--- src/rtl/realign_pkg.sv ---
// Shared types and helpers for the RV32IC fetch realignment stage.
package realign_pkg;

    typedef enum logic {EMPTY, HALF} buf_state_t;

    typedef logic [15:0] half_t;

    localparam int HALF_BYTES = 2;

    // Complete internal state of the realigner, kept in one struct so it can be probed as a unit.
    typedef struct packed {
        buf_state_t  buf_state;
        logic        skip_low;
        half_t       buf_h;
        logic [31:0] buf_pc;
    } realign_state_t;

    function automatic logic is_compressed(input half_t h);
        return h[1:0] != 2'b11;
    endfunction

endpackage

--- src/rtl/instr_out_reg.sv ---
// Output pipeline register for realigned instructions; flush invalidates it.
module instr_out_reg (
    input  logic        clk,
    input  logic        reset_n,
    input  logic        clear,
    input  logic        in_valid,
    input  logic [31:0] in_instr,
    input  logic [31:0] in_pc,
    input  logic        in_is_c,
    output logic        advance,
    output logic        out_valid,
    output logic [31:0] out_instr,
    output logic [31:0] out_pc,
    output logic        out_is_c,
    input  logic        out_ready
);

    // Handshake: a transfer happens on a cycle where valid & ready are both high;
    // valid and its payload are held unchanged until that transfer completes.
    assign advance = ~out_valid | out_ready;

    always_ff @(posedge clk or negedge reset_n) begin
        if (!reset_n) begin
            out_valid <= 1'b0;
            out_instr <= '0;
            out_pc    <= '0;
            out_is_c  <= 1'b0;
        end else if (clear) begin
            out_valid <= 1'b0;
        end else if (advance) begin
            out_valid <= in_valid;
            if (in_valid) begin
                out_instr <= in_instr;
                out_pc    <= in_pc;
                out_is_c  <= in_is_c;
            end
        end
    end

endmodule

--- src/rtl/instr_realigner.sv ---
// Splits word-aligned fetch data into aligned 16/32-bit RV32IC instructions,
// carrying one residual halfword across word boundaries.
module instr_realigner
    import realign_pkg::*;
(
    input  logic        clk,
    input  logic        reset_n,
    input  logic        flush,
    input  logic [31:0] redirect_pc,
    input  logic        fetch_valid,
    input  logic [31:0] fetch_addr,
    input  logic [31:0] fetch_data,
    output logic        fetch_ready,
    output logic        instr_valid,
    output logic [31:0] instr,
    output logic [31:0] instr_pc,
    output logic        instr_is_c,
    input  logic        instr_ready
);

    realign_state_t st_q, st_d;

    logic        advance;
    logic        hold_half;
    logic        accept;
    logic        emit;
    logic        emit_c;
    logic [31:0] emit_instr;
    logic [31:0] emit_pc;
    logic [31:0] word_hi_pc;
    half_t       word_lo;
    half_t       word_hi;
    logic        redirect_unused;

    assign redirect_unused = ^{redirect_pc[31:2], redirect_pc[0]};

    assign word_lo    = fetch_data[15:0];
    assign word_hi    = fetch_data[31:16];
    assign word_hi_pc = fetch_addr + 32'(HALF_BYTES);

    // A buffered compressed halfword is a complete instruction, so no new word is taken that cycle.
    assign hold_half   = (st_q.buf_state == HALF) && is_compressed(st_q.buf_h);
    assign fetch_ready = advance & ~flush & ~hold_half;
    assign accept      = fetch_valid & fetch_ready;

    always_comb begin
        st_d       = st_q;
        emit       = 1'b0;
        emit_instr = '0;
        emit_pc    = '0;
        emit_c     = 1'b0;
        if (flush) begin
            st_d.buf_state = EMPTY;
            st_d.skip_low  = redirect_pc[1];
        end else if (advance) begin
            unique case (st_q.buf_state)
                EMPTY: begin
                    if (accept) begin
                        if (st_q.skip_low) begin
                            st_d.skip_low = 1'b0;
                            if (is_compressed(word_hi)) begin
                                emit       = 1'b1;
                                emit_instr = {16'b0, word_hi};
                                emit_pc    = word_hi_pc;
                                emit_c     = 1'b1;
                            end else begin
                                st_d.buf_h     = word_hi;
                                st_d.buf_pc    = word_hi_pc;
                                st_d.buf_state = HALF;
                            end
                        end else if (is_compressed(word_lo)) begin
                            emit           = 1'b1;
                            emit_instr     = {16'b0, word_lo};
                            emit_pc        = fetch_addr;
                            emit_c         = 1'b1;
                            st_d.buf_h     = word_hi;
                            st_d.buf_pc    = word_hi_pc;
                            st_d.buf_state = HALF;
                        end else begin
                            emit       = 1'b1;
                            emit_instr = fetch_data;
                            emit_pc    = fetch_addr;
                        end
                    end
                end
                HALF: begin
                    if (hold_half) begin
                        emit           = 1'b1;
                        emit_instr     = {16'b0, st_q.buf_h};
                        emit_pc        = st_q.buf_pc;
                        emit_c         = 1'b1;
                        st_d.buf_state = EMPTY;
                    end else if (accept) begin
                        // Straddling 32-bit instruction: low half buffered, high half from this word.
                        emit        = 1'b1;
                        emit_instr  = {word_lo, st_q.buf_h};
                        emit_pc     = st_q.buf_pc;
                        st_d.buf_h  = word_hi;
                        st_d.buf_pc = word_hi_pc;
                    end
                end
                default: ;
            endcase
        end
    end

    always_ff @(posedge clk or negedge reset_n) begin
        if (!reset_n) begin
            st_q <= '{buf_state: EMPTY, skip_low: 1'b0, buf_h: '0, buf_pc: '0};
        end else begin
            st_q <= st_d;
        end
    end

    instr_out_reg u_out_reg (
        .clk       (clk),
        .reset_n   (reset_n),
        .clear     (flush),
        .in_valid  (emit),
        .in_instr  (emit_instr),
        .in_pc     (emit_pc),
        .in_is_c   (emit_c),
        .advance   (advance),
        .out_valid (instr_valid),
        .out_instr (instr),
        .out_pc    (instr_pc),
        .out_is_c  (instr_is_c),
        .out_ready (instr_ready)
    );

endmodule

--- config.mk ---
export PLATFORM = sky130hd
export DESIGN_NAME = instr_realigner
export DESIGN_NICKNAME = d
export VERILOG_FILES = /design/src/rtl/realign_pkg.sv /design/src/rtl/instr_out_reg.sv /design/src/rtl/instr_realigner.sv
export SDC_FILE = /design/constraint.sdc
export NUM_CORES = 1
export LEC_CHECK = 0
export CAP_MARGIN = 20
export CORE_MARGIN = 2
export CORE_UTILIZATION = 40
export DETAILED_ROUTE_END_ITERATION = 10
export PLACE_DENSITY_LB_ADDON = 0.08
export SYNTH_ARGS = -nofsm -noshare
export SYNTH_HDL_FRONTEND = slang
export SYNTH_SLANG_ARGS = --single-unit
--- constraint.sdc ---
create_clock -name clk -period 3.6 [get_ports clk]
set_clock_uncertainty 0.2 [all_clocks]
set_input_delay 0.54 -clock clk [delete_from_list [all_inputs] [get_ports clk]]
set_output_delay 0.54 -clock clk [all_outputs]
set_load 0.1 [all_outputs]
; After elaboration in Yosys (flattened, before gate mapping)
; Cells that the tools add are included.
[classes]
add_sub_neg = 1
n_eq_ne = 9
n_mux = 42
bitwise = 8
n_reduce_logical = 6
[ops]
columns = operator, n
row1 = $mux W32, 10
row2 = $mux W48, 5
row3 = $pmux W32 S2, 2
row4 = $mux W50, 2
row5 = $pmux W48 S2, 1
row6 = $add A32 B2 Y32 const B, 1
row7 = $mux W1, 17
row8 = $mux W16, 1
row9 = $ne A2 B2 Y1 const B, 6
row10 = $reduce_and A7 Y1, 1
row11 = $ne A3 B3 Y1 const B, 2
row12 = $pmux W1 S2, 3
row13 = $reduce_and A3 Y1, 2
row14 = $not A1 Y1, 4
row15 = $reduce_bool A2 Y1, 2
row16 = $and A1 B1 Y1, 3
row17 = $mux W2, 1
row18 = $ne A2 B1 Y1 const B, 1
row19 = $logic_and A1 B1 Y1, 1
row20 = $or A1 B1 Y1, 1
[totals]
ff_bits = 116
input_bits = 101
output_inout_bits = 67
word_cells = 74

; Depth between registers and ports, before layout
[logic_depth]
ltp_word = 12
mapped_depth = 9
depth_no_buf = 6

; By module
; From an unflattened synthesis, not the netlist that was laid out.
[hier_totals]
cells_unflattened = 718
area_unflattened_um2 = 7069.3
[modules_own_cells]
columns = module, n_inst, cells_per_inst, area_each_um2, seq_area_each_um2
row1 = instr_realigner, 1, 575, 4344.2, 1251.2
row2 = instr_out_reg, 1, 143, 2725.1, 1651.6

; Worst setup path after synthesis
; OpenSTA, ideal clock, no wires.
[synth_timing]
path_kind = reg2out
startpoint = register u_out_reg.out_valid
endpoint = output port fetch_ready
arrival_ps = 2508
required_ps = 2860
slack_ps = 352
stages_incl_launch_ff = 5
path_buffers = 1
cell_sequence = dfrtp_1 nand2b_1 clkbuf_1 nand2_1 nor2_1
[synth_via]
elab_chain_cells = 4
[synth_lines]
columns = element, line_no
row1 = start: declaration, instr_out_reg.sv:11  ; output logic out_valid,
row2 = start signal: assignment, instr_out_reg.sv:31  ; out_valid <= in_valid;
row3 = $not A1 Y1, instr_out_reg.sv:20  ; assign advance = ~out_valid | out_ready;
row4 = $or A1 B1 Y1, instr_out_reg.sv:20
row5 = $and A1 B1 Y1 (2 in series), instr_realigner.sv:43  ; assign fetch_ready = advance & ~flush & ~hold_half;
row6 = end: declaration, instr_realigner.sv:13  ; output logic fetch_ready,
; No other way between the ends.

; Worst setup path after layout
[layout_timing]
startpoint = input port fetch_valid
endpoint = register st_q[25] in the netlist's numbering
[layout_via]
elab_chain_cells = 3
elab_cells_between_ends = 4
classes_between = eq/ne (2) / bitwise (1) / reduce/logical (1)
[layout_lines]
columns = element, line_no
row1 = start: declaration, instr_realigner.sv:10  ; input logic fetch_valid,
row2 = $and A1 B1 Y1 *, instr_realigner.sv:44  ; assign accept = fetch_valid & fetch_ready;
row3 = $ne A2 B2 Y1 (no source line) or $ne A2 B1 Y1 (tied branches), -
row4 = $reduce_and A7 Y1 (no source line) *, -
row5 = end signal: assignment, instr_realigner.sv:109  ; st_q <= '{buf_state: EMPTY, skip_low: 1'b0, buf_h: '0, buf_pc: '0};
row6 = end signal: assignment, instr_realigner.sv:111  ; st_q <= st_d;
row7 = end: declaration, instr_realigner.sv:21  ; realign_state_t st_q, st_d;
; Mark *: on every way between the ends. The rest lies on a longest branch, timed or not.
; A chain may end at the register's enable or synchronous reset.

==> qor.txt <==
DETAILED ROUTING
--------------------------------------------------------------------------------
Wire length reported by the detailed router                             20010 µm
DRC marker count from the first detailed-route iteration                     471
Number of vias after detailed routing                                       6142
Number of detailed-routing iterations run before antenna repair                5
Remaining DRCs                                                                 0
Vias per inst                                                              5.778
Wire length per cell                                                    18.82 µm
DRT antenna net count                                                          0

CTS
--------------------------------------------------------------------------------
Clock latency at the later pin of the worst-skew pair                    0.42 ns
Buffers from clock root to sink, at most                                       2
Post-CTS setup buffer count                                                    0
CTS Hold Bufs                                                                  1
TritonCTS buffer count                                                        17
Clock Pin Slew Worst Setup and Hold Paths                                0.05 ns
CTS tree                                                                   built
Clock Root Buffer                                                      clkbuf_16
Clock Sink Count                                                             116
H-tree lvl count                                                               4
Number of resized instances in the post-cts repair step                        0

YOSYS
--------------------------------------------------------------------------------
Seq/Total Area, Yosys                                                     46.62%
Ranking of synthesized cells by area                                dfrtp_1 (47%), nand2_1 (7.2%), o21ai_0 (5.3%), nor2_1 (4.9%), a21oi_1 (4.7%)
Post-synthesis instance area                                            6226 µm²
Yosys top cell area share                                                 46.62%
Count of synthesis-stage warnings from yosys                                   0
Avg Cell Area, Syn                                                     8.436 µm²
Asr flop ratio synth                                                      100.0%
Flip-flop cell with the highest count after synthesis                    dfrtp_1
Cells after synthesis                                                        738
Flip-flop and latch count after synthesis                                    116
Net Count, Synth                                                             840
Count of different cell masters after synthesis                               57
Number of synthesized flops with an enable pin                                 0
Cell taking the most area after synthesis                                dfrtp_1

STA
--------------------------------------------------------------------------------
Setup-failing EPs final                                                        0
Max Clk Rate                                                          0.3563 GHz
Min Clock Period, post-route                                            2.807 ns
Actual transition at the worst max-transition pin                       1.016 ns
Final critical-path share of the clock period                             77.97%
Final hold violations                                                          0
Fin. max-slew vios                                                             0
Unrepaired setup endpoints after global routing                               no
Minimum hold slack                                                     0.2778 ns
Max transition margin                                                     32.06%
Setup TNS                                                                   0 ns

FLOORPLAN
--------------------------------------------------------------------------------
Core Box Area                                                          15200 µm²
Initial core utilization                                                  40.95%
Die Width                                                               128.8 µm
Number of placed I/O pins                                                    168
Die H                                                                   128.8 µm
Cell row count                                                                45
Die footprint                                                          16580 µm²

PLACE
--------------------------------------------------------------------------------
Placed cell areas                                                       7831 µm²
Cells after DPL                                                             1031
Detailed placer's ending HPWL                                           13760 µm
Buffers on Ports                                                             136
Routability congestion estimate from global placement                     0.9099

GLOBAL ROUTE
--------------------------------------------------------------------------------
Wire length of the first global-routing pass                            31710 µm
GRT Max-Usage Layer                                                         met2
Residual overflow from global routing                                          0
Met1 layer usage reported by global route                                 33.17%
Met3 demand-to-capacity share in global routing                           4.657%
Maximum number of pins on one net before global-route repair                  60
Met2 track demand over resource in global routing                         40.06%
GRT Util Overall                                                          24.66%
Number of antenna violations at the first check in global routing              0
Number of global-route vias before repair                                   6018

LAYOUT
--------------------------------------------------------------------------------
Layout cells sized above 1                                                8.571%
Layout overhead on the synthesized area                                   37.06%
Final std cells w/o fill                                                    1063
Final net count                                                              965
Antenna Diode Count                                                            0
Area of all placed cells without fillers                                8533 µm²
Final core occ                                                            56.13%

WORST SETUP PATH
--------------------------------------------------------------------------------
Slowest Stage Delay on Critical Path                                     0.57 ns
Worst Setup Path Type                                               input port to flop
Cells along the critical path                                       clkdlybuf4s50_1 -> nor2b_1 -> nand3b_1 -> or3_1 -> buf_4 -> a211o_1
Kind of end point of the critical path                                      flop
Kind of launch point of the worst setup path                          input port
Crit path max fanout                                                          25
Slowest stage cell, crit path                                       clkdlybuf4s50_1
Arrival @ worst endpoint                                                 2.90 ns
Required time at the worst-slack endpoint                                3.69 ns

POWER AND IR DROP
--------------------------------------------------------------------------------
Maximum vdd ir drop                                                  0.0004043 V
Power density over the cells                                        803.1 nW/µm²
Static power due to leakage                                          0.003545 µW

STATUS
--------------------------------------------------------------------------------
Result of the run                                                   complete, no violations

HOLD PATH
--------------------------------------------------------------------------------
Path class of the lowest-slack min-delay path                       flop to flop

JOB
--------------------------------------------------------------------------------
Max-cap violations                                                             0

-- metrics by stage --
| stage | setup WS [ns] | power [µW] |
|---|---|---|
| 2_1_floorplan | 0.3520 | 4059 |
| 3_3_place_gp | 0.4482 | 4843 |
| 3_5_place_dp | 0.3794 | 4893 |
| 4_1_cts | 0.8161 | 6885 |
| 5_1_grt | 0.6410 | 7142 |
| 6_report | 0.7931 | 6853 |
-- critical path, delay by kind of cell --
family	cells	cell delay (ns)
and+or+nand+nor	3	1.24
buffers and inverters	2	0.80
AOI/OAI and AO/OA	1	0.31
-- kinds of logic after synthesis --
family                   Yosys count  synth area share [%]
multiplexers                       4                0.6833
AND/OR/NAND/NOR                  306                 22.91
buffers and inverters             66                 4.059
flip-flops                       116                 46.62
XOR/XNOR                          26                 3.658
AO/OA/AOI/OAI                    219                 21.87
adder cells (fa/ha/maj)            1                0.2009
-- cells in the final DEF (no fill, tap or decap), types with 8 or more instances in the layout --
cell,count
clkdlybuf4s50_1,131
nand2_1,119
dfrtp_1,115
nor2_1,82
o21ai_0,66
a21oi_1,59
a22oi_1,34
buf_4,31
and3_1,22
nand3_1,21
clkbuf_16,17
xnor2_1,14
nor4_1,13
xor2_1,12
nor3_1,11
nand4_1,10
a31oi_1,9
o22ai_1,8
-- final cells by class --
| type | instances | area, µm² |
|---|---|---|
| well taps | 188 | 235.2 |
| multi-input cells | 556 | 3098 |
| fillers | 1388 | 6669 |
| repair buffers | 164 | 1574 |
| clock buffers | 23 | 498.0 |
| flip-flops and latches | 116 | 2904 |
| inverters | 8 | 30.03 |
| clock inverters | 8 | 193.9 |
-- layer usage --
| layer | vias to the layer above | wire, µm |
|---|---|---|
| li1 | 2899 | - |
| met1 | 2998 | 9071 |
| met2 | 211 | 9446 |
| met3 | 34 | 1064 |
| met4 | 0 | 424 |
| met5 | - | 0 |
-- cells in the mapped netlist, drive strengths merged (4+ instances only) --
master / number
a22oi: 34
a221oi: 7
nand2: 119
nor2: 82
inv: 7
nor4: 15
a31oi: 9
o21ai: 66
a221o: 4
clkbuf: 55
xnor2: 14
nand4: 11
o22ai: 8
a21oi: 59
dfrtp: 116
a21o: 5
xor2: 12
or3: 6
and2: 5
nand3: 21
and3: 22
nor3: 12
-- flip-flops by register name, indices dropped and copies added (netlist names) --
| signal | cells |
|---|---|
| u_out_reg.out_instr | 32 |
| u_out_reg.out_pc | 32 |
| u_out_reg.out_is_c | 1 |
| u_out_reg.out_valid | 1 |
| st_q | 50 |
-- path summary, 6_finish.rpt --
path	start	slack (ns)	depth (start not counted)	to
min reg2reg	st_q[36]$_DFFE_PN0P_	0.28	2	st_q[36]$_DFFE_PN0P_
max reg2reg	st_q[33]$_DFFE_PN0P_	1.06	6	st_q[25]$_DFFE_PN0P_
min in group asynchronous	reset_n	0.39	2	u_out_reg.out_instr[13]$_DFFE_PN0P_
max	fetch_valid	0.79	6	st_q[25]$_DFFE_PN0P_
min	st_q[36]$_DFFE_PN0P_	0.28	2	st_q[36]$_DFFE_PN0P_
max in group asynchronous	reset_n	1.99	3	st_q[6]$_DFFE_PN0P_
-- where the power goes --
| part | total (µW) | switching (µW) | internal (µW) | leakage [µW] |
|---|---|---|---|---|
| logic | 2900 | 2180 | 727 | 0.00176 |
| registers | 1970 | 246 | 1720 | 0.00145 |
| clock network | 1980 | 597 | 1390 | 0.000339 |
| total | 6850 | 3020 | 3830 | 0.00355 |
(Power assumes the default switching activity.)
